--- src/rtl/instr_issue_unit_pkg.sv ---
// Shared definitions for the instruction issue unit and the ALU decode stage:
// FSM state encodings, instruction field positions and the halt opcode default.
package instr_issue_unit_pkg;

    localparam int ADDR_W_DEFAULT = 10;
    localparam int INSTR_W        = 32;

    // Instruction field offsets (shared with the ALU decoder)
    localparam int OPC_MSB = 31;
    localparam int OPC_LSB = 26;
    localparam int RS_LSB  = 21;
    localparam int RT_LSB  = 16;
    localparam int RD_LSB  = 11;
    localparam int IMM_W   = 16;

    localparam logic [5:0] HALT_OPCODE_DEFAULT = 6'b111111;

    typedef enum logic [1:0] {
        ST_IDLE   = 2'd0,
        ST_RUN    = 2'd1,
        ST_HALTED = 2'd2
    } state_e;

    // Extract the opcode field of an instruction word
    function automatic logic [5:0] get_opcode(input logic [INSTR_W-1:0] word);
        return word[OPC_MSB:OPC_LSB];
    endfunction

endpackage

--- src/rtl/instr_issue_unit_if.sv ---
// Bus bundle of the issue unit: instruction-memory read port plus the issue port
// toward the ALU. The issue unit is the master of both.
interface instr_issue_unit_if #(
    parameter int ADDR_W = 10
) ();
    logic              imem_en;
    logic [ADDR_W-1:0] imem_addr;
    logic [31:0]       imem_rdata;
    logic              alu;
    logic [31:0]       instruction;
    logic [ADDR_W-1:0] issue_pc;

    modport master (
        output imem_en, imem_addr, alu, instruction, issue_pc,
        input  imem_rdata
    );

    modport slave (
        input  imem_en, imem_addr, alu, instruction, issue_pc,
        output imem_rdata
    );
endinterface

--- src/rtl/instr_issue_unit_skid_buf.sv ---
// Output register plus one skid entry. A read that returns while the ALU is
// stalled parks in the skid entry; the skid word always issues before newer data.
// Flush drops the skid and the returning word; halt drops them and records the
// halt word address as issue_pc.
module issue_skid_buf
    import instr_issue_unit_pkg::*;
#(
    parameter int         ADDR_W      = 10,
    parameter logic [5:0] HALT_OPCODE = HALT_OPCODE_DEFAULT
) (
    input  logic              clk,
    input  logic              rst_n,
    input  logic              in_valid_i,
    input  logic [31:0]       in_data_i,
    input  logic [ADDR_W-1:0] in_pc_i,
    input  logic              stall_i,
    input  logic              flush_i,
    input  logic              halt_i,
    output logic              cand_halt_o,
    output logic              skid_valid_o,
    output logic              out_valid_o,
    output logic [31:0]       out_data_o,
    output logic [ADDR_W-1:0] out_pc_o
);

    logic              skid_valid_q, skid_valid_d;
    logic [31:0]       skid_data_q,  skid_data_d;
    logic [ADDR_W-1:0] skid_pc_q,    skid_pc_d;
    logic              out_valid_q,  out_valid_d;
    logic [31:0]       out_data_q,   out_data_d;
    logic [ADDR_W-1:0] out_pc_q,     out_pc_d;
    logic              cand_valid_s;
    logic [31:0]       cand_data_s;
    logic [ADDR_W-1:0] cand_pc_s;

    // Issue candidate: the skid word has priority over the word returning from imem
    always_comb begin
        cand_valid_s = skid_valid_q || in_valid_i;
        if (skid_valid_q) begin
            cand_data_s = skid_data_q;
            cand_pc_s   = skid_pc_q;
        end else begin
            cand_data_s = in_data_i;
            cand_pc_s   = in_pc_i;
        end
        cand_halt_o = cand_valid_s && (get_opcode(cand_data_s) == HALT_OPCODE);
    end

    // Next-state of skid entry and output register
    always_comb begin
        skid_valid_d = skid_valid_q;
        skid_data_d  = skid_data_q;
        skid_pc_d    = skid_pc_q;
        out_valid_d  = 1'b0;
        out_data_d   = out_data_q;
        out_pc_d     = out_pc_q;
        if (flush_i) begin
            skid_valid_d = 1'b0;
        end else if (stall_i) begin
            if (in_valid_i) begin
                skid_valid_d = 1'b1;
                skid_data_d  = in_data_i;
                skid_pc_d    = in_pc_i;
            end else begin
                skid_valid_d = skid_valid_q;
            end
        end else if (halt_i) begin
            skid_valid_d = 1'b0;
            out_pc_d     = cand_pc_s;
        end else if (cand_valid_s) begin
            out_valid_d = 1'b1;
            out_data_d  = cand_data_s;
            out_pc_d    = cand_pc_s;
            if (skid_valid_q && in_valid_i) begin
                skid_valid_d = 1'b1;
                skid_data_d  = in_data_i;
                skid_pc_d    = in_pc_i;
            end else begin
                skid_valid_d = 1'b0;
            end
        end else begin
            skid_valid_d = 1'b0;
        end
    end

    // Skid and output registers
    always_ff @(posedge clk or negedge rst_n) begin
        if (!rst_n) begin
            skid_valid_q <= 1'b0;
            skid_data_q  <= 32'd0;
            skid_pc_q    <= {ADDR_W{1'b0}};
            out_valid_q  <= 1'b0;
            out_data_q   <= 32'd0;
            out_pc_q     <= {ADDR_W{1'b0}};
        end else begin
            skid_valid_q <= skid_valid_d;
            skid_data_q  <= skid_data_d;
            skid_pc_q    <= skid_pc_d;
            out_valid_q  <= out_valid_d;
            out_data_q   <= out_data_d;
            out_pc_q     <= out_pc_d;
        end
    end

    assign skid_valid_o = skid_valid_q;
    assign out_valid_o  = out_valid_q;
    assign out_data_o   = out_data_q;
    assign out_pc_o     = out_pc_q;

endmodule

--- src/rtl/instr_issue_unit.sv ---
// Instruction issue unit: fetches words from a synchronous imem and issues them
// in program order to the ALU, with stall back-pressure, PC redirect and halt.
// FSM and PC counter live here; buffering lives in issue_skid_buf.
module instr_issue_unit
    import instr_issue_unit_pkg::*;
#(
    parameter int                ADDR_W      = ADDR_W_DEFAULT,
    parameter logic [ADDR_W-1:0] RESET_PC    = {ADDR_W{1'b0}},
    parameter logic [5:0]        HALT_OPCODE = HALT_OPCODE_DEFAULT
) (
    input  logic                 clk,
    input  logic                 rst_n,
    input  logic                 start,
    input  logic                 stall,
    input  logic                 redirect_valid,
    input  logic [ADDR_W-1:0]    redirect_pc,
    instr_issue_unit_if.master   bus,
    output logic                 halted,
    output logic                 busy
);

    state_e            state_q, state_d;
    logic [ADDR_W-1:0] pc_q, pc_d;
    logic              inflight_q;
    logic [ADDR_W-1:0] inflight_pc_q;
    logic              run_s, flush_s, halt_s, fetch_en_s;
    logic              cand_halt_s, skid_valid_s;
    logic              out_valid_s;
    logic [31:0]       out_data_s;
    logic [ADDR_W-1:0] out_pc_s;

    // Control decode: flush, halt at the issue point, and fetch permission
    always_comb begin
        run_s   = (state_q == ST_RUN);
        flush_s = run_s && redirect_valid;
        if (run_s && !stall && !redirect_valid && cand_halt_s) begin
            halt_s = 1'b1;
        end else begin
            halt_s = 1'b0;
        end
        fetch_en_s = run_s && !stall && !redirect_valid && !halt_s && !skid_valid_s;
    end

    // FSM next state and PC update
    always_comb begin
        state_d = state_q;
        pc_d    = pc_q;
        case (state_q)
            ST_IDLE, ST_HALTED: begin
                if (start) begin
                    state_d = ST_RUN;
                    pc_d    = RESET_PC;
                end else begin
                    state_d = state_q;
                end
            end
            ST_RUN: begin
                if (flush_s) begin
                    pc_d = redirect_pc;
                end else if (halt_s) begin
                    state_d = ST_HALTED;
                end else if (fetch_en_s) begin
                    pc_d = pc_q + {{(ADDR_W-1){1'b0}}, 1'b1};
                end else begin
                    pc_d = pc_q;
                end
            end
            default: begin
                state_d = ST_IDLE;
                pc_d    = RESET_PC;
            end
        endcase
    end

    // FSM state, PC and in-flight read tracking
    always_ff @(posedge clk or negedge rst_n) begin
        if (!rst_n) begin
            state_q       <= ST_IDLE;
            pc_q          <= RESET_PC;
            inflight_q    <= 1'b0;
            inflight_pc_q <= {ADDR_W{1'b0}};
        end else begin
            state_q       <= state_d;
            pc_q          <= pc_d;
            inflight_q    <= fetch_en_s;
            inflight_pc_q <= fetch_en_s ? pc_q : inflight_pc_q;
        end
    end

    issue_skid_buf #(
        .ADDR_W      (ADDR_W),
        .HALT_OPCODE (HALT_OPCODE)
    ) u_skid (
        .clk          (clk),
        .rst_n        (rst_n),
        .in_valid_i   (inflight_q),
        .in_data_i    (bus.imem_rdata),
        .in_pc_i      (inflight_pc_q),
        .stall_i      (stall),
        .flush_i      (flush_s),
        .halt_i       (halt_s),
        .cand_halt_o  (cand_halt_s),
        .skid_valid_o (skid_valid_s),
        .out_valid_o  (out_valid_s),
        .out_data_o   (out_data_s),
        .out_pc_o     (out_pc_s)
    );

    assign bus.imem_en     = fetch_en_s;
    assign bus.imem_addr   = fetch_en_s ? pc_q : {ADDR_W{1'b0}};
    assign bus.alu         = out_valid_s;
    assign bus.instruction = out_data_s;
    assign bus.issue_pc    = out_pc_s;
    assign halted          = (state_q == ST_HALTED);
    assign busy            = (state_q == ST_RUN);

endmodule

--- src/flat_wrapper.sv ---
// flat-port wrapper written by rule: the top's interface ports become plain ports
module instr_issue_unit_flat import instr_issue_unit_pkg::*;
#(
    parameter int                ADDR_W      = ADDR_W_DEFAULT,
    parameter logic [ADDR_W-1:0] RESET_PC    = {ADDR_W{1'b0}},
    parameter logic [5:0]        HALT_OPCODE = HALT_OPCODE_DEFAULT
)
  (clk, rst_n, start, stall, redirect_valid, redirect_pc, halted, busy, bus_imem_en, bus_imem_addr, bus_alu, bus_instruction, bus_issue_pc, bus_imem_rdata);
  instr_issue_unit_if #(.ADDR_W(ADDR_W)) bus_i ();
  input  logic clk;
  input  logic rst_n;
  input  logic start;
  input  logic stall;
  input  logic redirect_valid;
  input  logic [ADDR_W-1:0] redirect_pc;
  output logic halted;
  output logic busy;
  output wire logic [$bits(bus_i.imem_en)-1:0] bus_imem_en;
  output wire logic [$bits(bus_i.imem_addr)-1:0] bus_imem_addr;
  output wire logic [$bits(bus_i.alu)-1:0] bus_alu;
  output wire logic [$bits(bus_i.instruction)-1:0] bus_instruction;
  output wire logic [$bits(bus_i.issue_pc)-1:0] bus_issue_pc;
  input wire logic [$bits(bus_i.imem_rdata)-1:0] bus_imem_rdata;
  assign bus_imem_en = bus_i.imem_en;
  assign bus_imem_addr = bus_i.imem_addr;
  assign bus_alu = bus_i.alu;
  assign bus_instruction = bus_i.instruction;
  assign bus_issue_pc = bus_i.issue_pc;
  assign bus_i.imem_rdata = bus_imem_rdata;
  instr_issue_unit #(.ADDR_W(ADDR_W), .RESET_PC(RESET_PC), .HALT_OPCODE(HALT_OPCODE)) u_core (.clk(clk), .rst_n(rst_n), .start(start), .stall(stall), .redirect_valid(redirect_valid), .redirect_pc(redirect_pc), .bus(bus_i), .halted(halted), .busy(busy));
endmodule
--- config.mk ---
export PLATFORM = sky130hd
export DESIGN_NAME = instr_issue_unit_flat
export DESIGN_NICKNAME = d
export VERILOG_FILES = /design/src/rtl/instr_issue_unit_pkg.sv /design/src/rtl/instr_issue_unit_if.sv /design/src/rtl/instr_issue_unit_skid_buf.sv /design/src/rtl/instr_issue_unit.sv /design/src/flat_wrapper.sv
export SDC_FILE = /design/constraint.sdc
export NUM_CORES = 1
export LEC_CHECK = 0
export CAP_MARGIN = 20
export CORE_ASPECT_RATIO = 0.9
export CORE_MARGIN = 8
export CORE_UTILIZATION = 46
export CTS_CLUSTER_DIAMETER = 150
export CTS_CLUSTER_SIZE = 20
export DETAILED_ROUTE_END_ITERATION = 8
export PLACE_DENSITY = 0.76
export SETUP_SLACK_MARGIN = 0.15
export SLEW_MARGIN = 0
export SYNTH_ARGS = -nofsm -noshare
export SYNTH_HDL_FRONTEND = slang
export SYNTH_SLANG_ARGS = --single-unit
--- constraint.sdc ---
create_clock -name clk -period 2.3 [get_ports clk]
set_input_delay 0.46 -clock clk [delete_from_list [all_inputs] [get_ports clk]]
set_output_delay 0.46 -clock clk [all_outputs]
set_load 0.1 [all_outputs]
==> impl_metrics.yaml <==
yosys:
  muxShareOfSynthArea: 0.2045
  yosys_warnings: 0
  synthDistinctLibCells: 44
  syn_area_um2: 4920
  yosys.area.top_type: "dfrtp_1"
  synth_adder_area_share: 0.002543
  synth_simple_gate_area_frac: 0.07274
  synth_top_area_frac: 0.5544
  synthFlopType: "dfrtp_1"
  synth_top_family_by_area: "multiplexers"
  async_flop_share: 1.000
  syn-instance-count: 418
  synth_area_leaders: "dfrtp_1 (55%), mux2_1 (10%), mux2i_1 (8.5%)"
  yosysSeqAreaShare: 0.5544
  synth_xor_xnor_area_share: 0
  syn_avg_cell_area_um2: 11.77
  synth_edf_count: 0
  syn_nets: 466
  ys_ff_latch: 109
  synth_compound_area_frac: 0.1307
layout:
  antenna_cells: 0
  drive_above_1_share: 0.3919
  fin_nets: 612
  final_cells: 702
  num-fill-cells: 721
  areaGrowthSynthToFinish_pct: 49.19
  final_util: 0.6904
detailed_routing:
  num_vias: 3910
  drt-pass1-iter-count: 4
  routedWlPerCell_um: 19.94
  drt_iter0_drc: 298
  drcViolationCount: 0
  ant_nets: 0
  wl_mm: 14.00
  drt-vias-per-instance: 5.570
floorplanning:
  dieWidth_um: 125.0
  start_util: 0.4628
  io_pins: 103
  die_h_um: 114.1
  fp-row-count: 36
  dieArea_um2: 14260
  core_um2: 10630
timing:
  final.setup.tns_ps: -5376
  finalMaxSlewViolations: 0
  relSlewSlack: 0.6160
  clock_skew_ps: 9.807
  rsz0062_at_grt: "yes"
  period_share: 1.093
  timing.final.ws_setup_ps: -213.4
  hold_viol_final: 0
  fmax_mhz: 397.9
  finalCriticalPeriod_ps: 2513
  setup_viol: 59
  worstMarginPinSlew_ps: 575.9
worst_setup_path:
  critPathArrivalTime_ps: 2050
  cp_data_required_time_ps: 1840
  start_kind: "flop"
  r2r_slack_ps: -120
  end_kind: "output pin"
  path_class: "flop to output pin"
  path_max_fanout: 7
run_status:
  violations: "negative setup slack"
  status: "finished, violations left"
cts:
  cts.sinks: 109
  h-tree-depth: 3
  cts_tree: "done"
  cts_inserted_buffers: 9
  clkLatencyLatePin_ps: 350
  clockBufferDepth: 2
  root_buffer: "clkbuf_16"
  clkTransAtPathRegs_ps: 80
power:
  ir_worst_vdd_v: 0.0004422
  total_power_mw: 7.719
  cellLeakagePower_nw: 3.403
  powerDensity_nw_per_um2: 1052
global_routing:
  gr-total-overflow: 0
  grt_pass1_wl_mm: 21.67
  grt_max_degree: 110
  grtUsageTotal: 0.1883
  antenna_found_initial: 1
  grt_pass1_vias: 4172
placed_design:
  gp_congestion: 0.8628
  place_inst: 653
  numPortBuffers: 102
  hpwlAfterDp_mm: 8.587
  dpl_worst_slack_ps: -289.5
worst_hold_path:
  hp-class: "input pin to asynchronous set/reset pin"
flow_run:
  maxCapViolations: 0
-- cell type report --
type | instances | area (um2) | area share
clock buffers | 9 | 225.2 | 0.03069
clock inverters | 7 | 81.33 | 0.01108
inverters | 4 | 15.01 | 0.002046
multi-input cells | 273 | 2310 | 0.3147
flip-flops and latches | 109 | 2729 | 0.3718
well taps | 133 | 166.4 | 0.02267
repair buffers | 167 | 1813 | 0.2470
-- Yosys cell counts (2+ instances only) --
library cell / instances
nand3_1: 6
nor4_1: 2
o21ai_0: 84
buf_1: 2
dfrtp_1: 109
and3b_1: 2
nor2b_1: 4
clkbuf_1: 22
buf_2: 3
o22ai_1: 2
nor3_1: 3
and2_1: 10
a31oi_1: 4
a21o_1: 2
buf_6: 4
nand2_1: 13
mux2_1: 45
mux2_2: 7
a21oi_1: 9
nor2_1: 7
o31ai_1: 8
inv_1: 4
or3_1: 2
mux2i_1: 42
and3_1: 3
-- report_power, final --
part | internal (mW) | switching, mW
sequential | 2.44 | 0.400
combinational | 1.06 | 2.22
clock | 0.863 | 0.739
-- cell usage in the layout (no fill, tap or decap), types with 2 or more instances in the layout --
master,count
a21o_1,2
a21oi_1,8
a31oi_1,4
and2_4,10
and3_1,3
and3b_1,2
buf_12,21
buf_16,3
buf_4,79
buf_6,13
buf_8,2
clkbuf_16,13
clkdlybuf4s50_1,37
clkinv_4,2
dfrtp_1,108
dlygate4sd2_1,8
inv_1,4
inv_6,2
mux2_2,4
mux2_4,47
mux2i_1,42
nand2_1,13
nand3_1,5
nor2_1,7
nor2b_1,2
nor3_1,3
o21ai_0,47
o21ai_1,26
o21ai_2,11
o22ai_1,2
o31ai_1,8
-- final timing paths --
path,depth (start not counted),to,from
setup / recovery,6,bus_imem_addr[0],u_core.state_q[1]
hold / removal,2,u_core.pc_q[5],rst_n
setup reg to reg,9,u_core.u_skid.skid_data_q[30],u_core.state_q[0]
hold reg to reg,2,u_core.u_skid.out_pc_o[6],u_core.u_skid.out_pc_o[6]
max in group asynchronous,2,u_core.u_skid.skid_valid_o,rst_n
min in group clk,2,u_core.u_skid.out_pc_o[6],u_core.u_skid.out_pc_o[6]
-- cells by family (layout without fill, tap and decap cells) --
kind of cell    Yosys count  after routing
compound gates          115            115
buf+inv                  36            187
flops                   109            109
fa+ha+maj                 1              1
simple gates             63             63
mux                      94             94
-- state kept, by name, indices dropped and copies added (netlist names) --
register	flops
u_core.u_skid.out_data_o	32
u_core.u_skid.skid_data_q	32
u_core.inflight_pc_q	10
u_core.pc_q	10
u_core.u_skid.out_pc_o	10
u_core.u_skid.skid_pc_q	10
u_core.state_q	2
u_core.inflight_q	1
u_core.u_skid.out_valid_o	1
u_core.u_skid.skid_valid_o	1
-- metrics by stage --
stage | hold WS (ps) | area, um2
after floorplan | 164.4 | 5169
after global placement | 467.9 | 6454
after detailed placement | 475.4 | 6454
after CTS | 207.7 | 7029
after global routing | 226.4 | 7340
final | 163.5 | 7340
-- routing by layer --
metal	global-route usage	share of wire	vias up
met5	0	0.00093	-
li1	-	-	1806
met3	0.04562	0.049	17
met1	0.2357	0.42	1988
met4	0.05024	0.012	2
met2	0.3204	0.52	97
-- what timing repair did --
item | 4_1_cts | 5_1_grt
cloned | 4 | 4
endpoints found under the setup margin | 54 | 99
pin swaps | 8 | 7
resized for setup | 25 | 71
hold buffers | 0 | 0
setup buffers | 13 | 12
-- worst max-delay path, cell delays in order, from the launching register on --
cell and delay (ps):
dfrtp_1 400, or3b_4 410, nor4_4 280, buf_4 180, buf_12 110, and2_4 150
buf_12 170
Note: power is estimated with default switching activity, not from simulation.
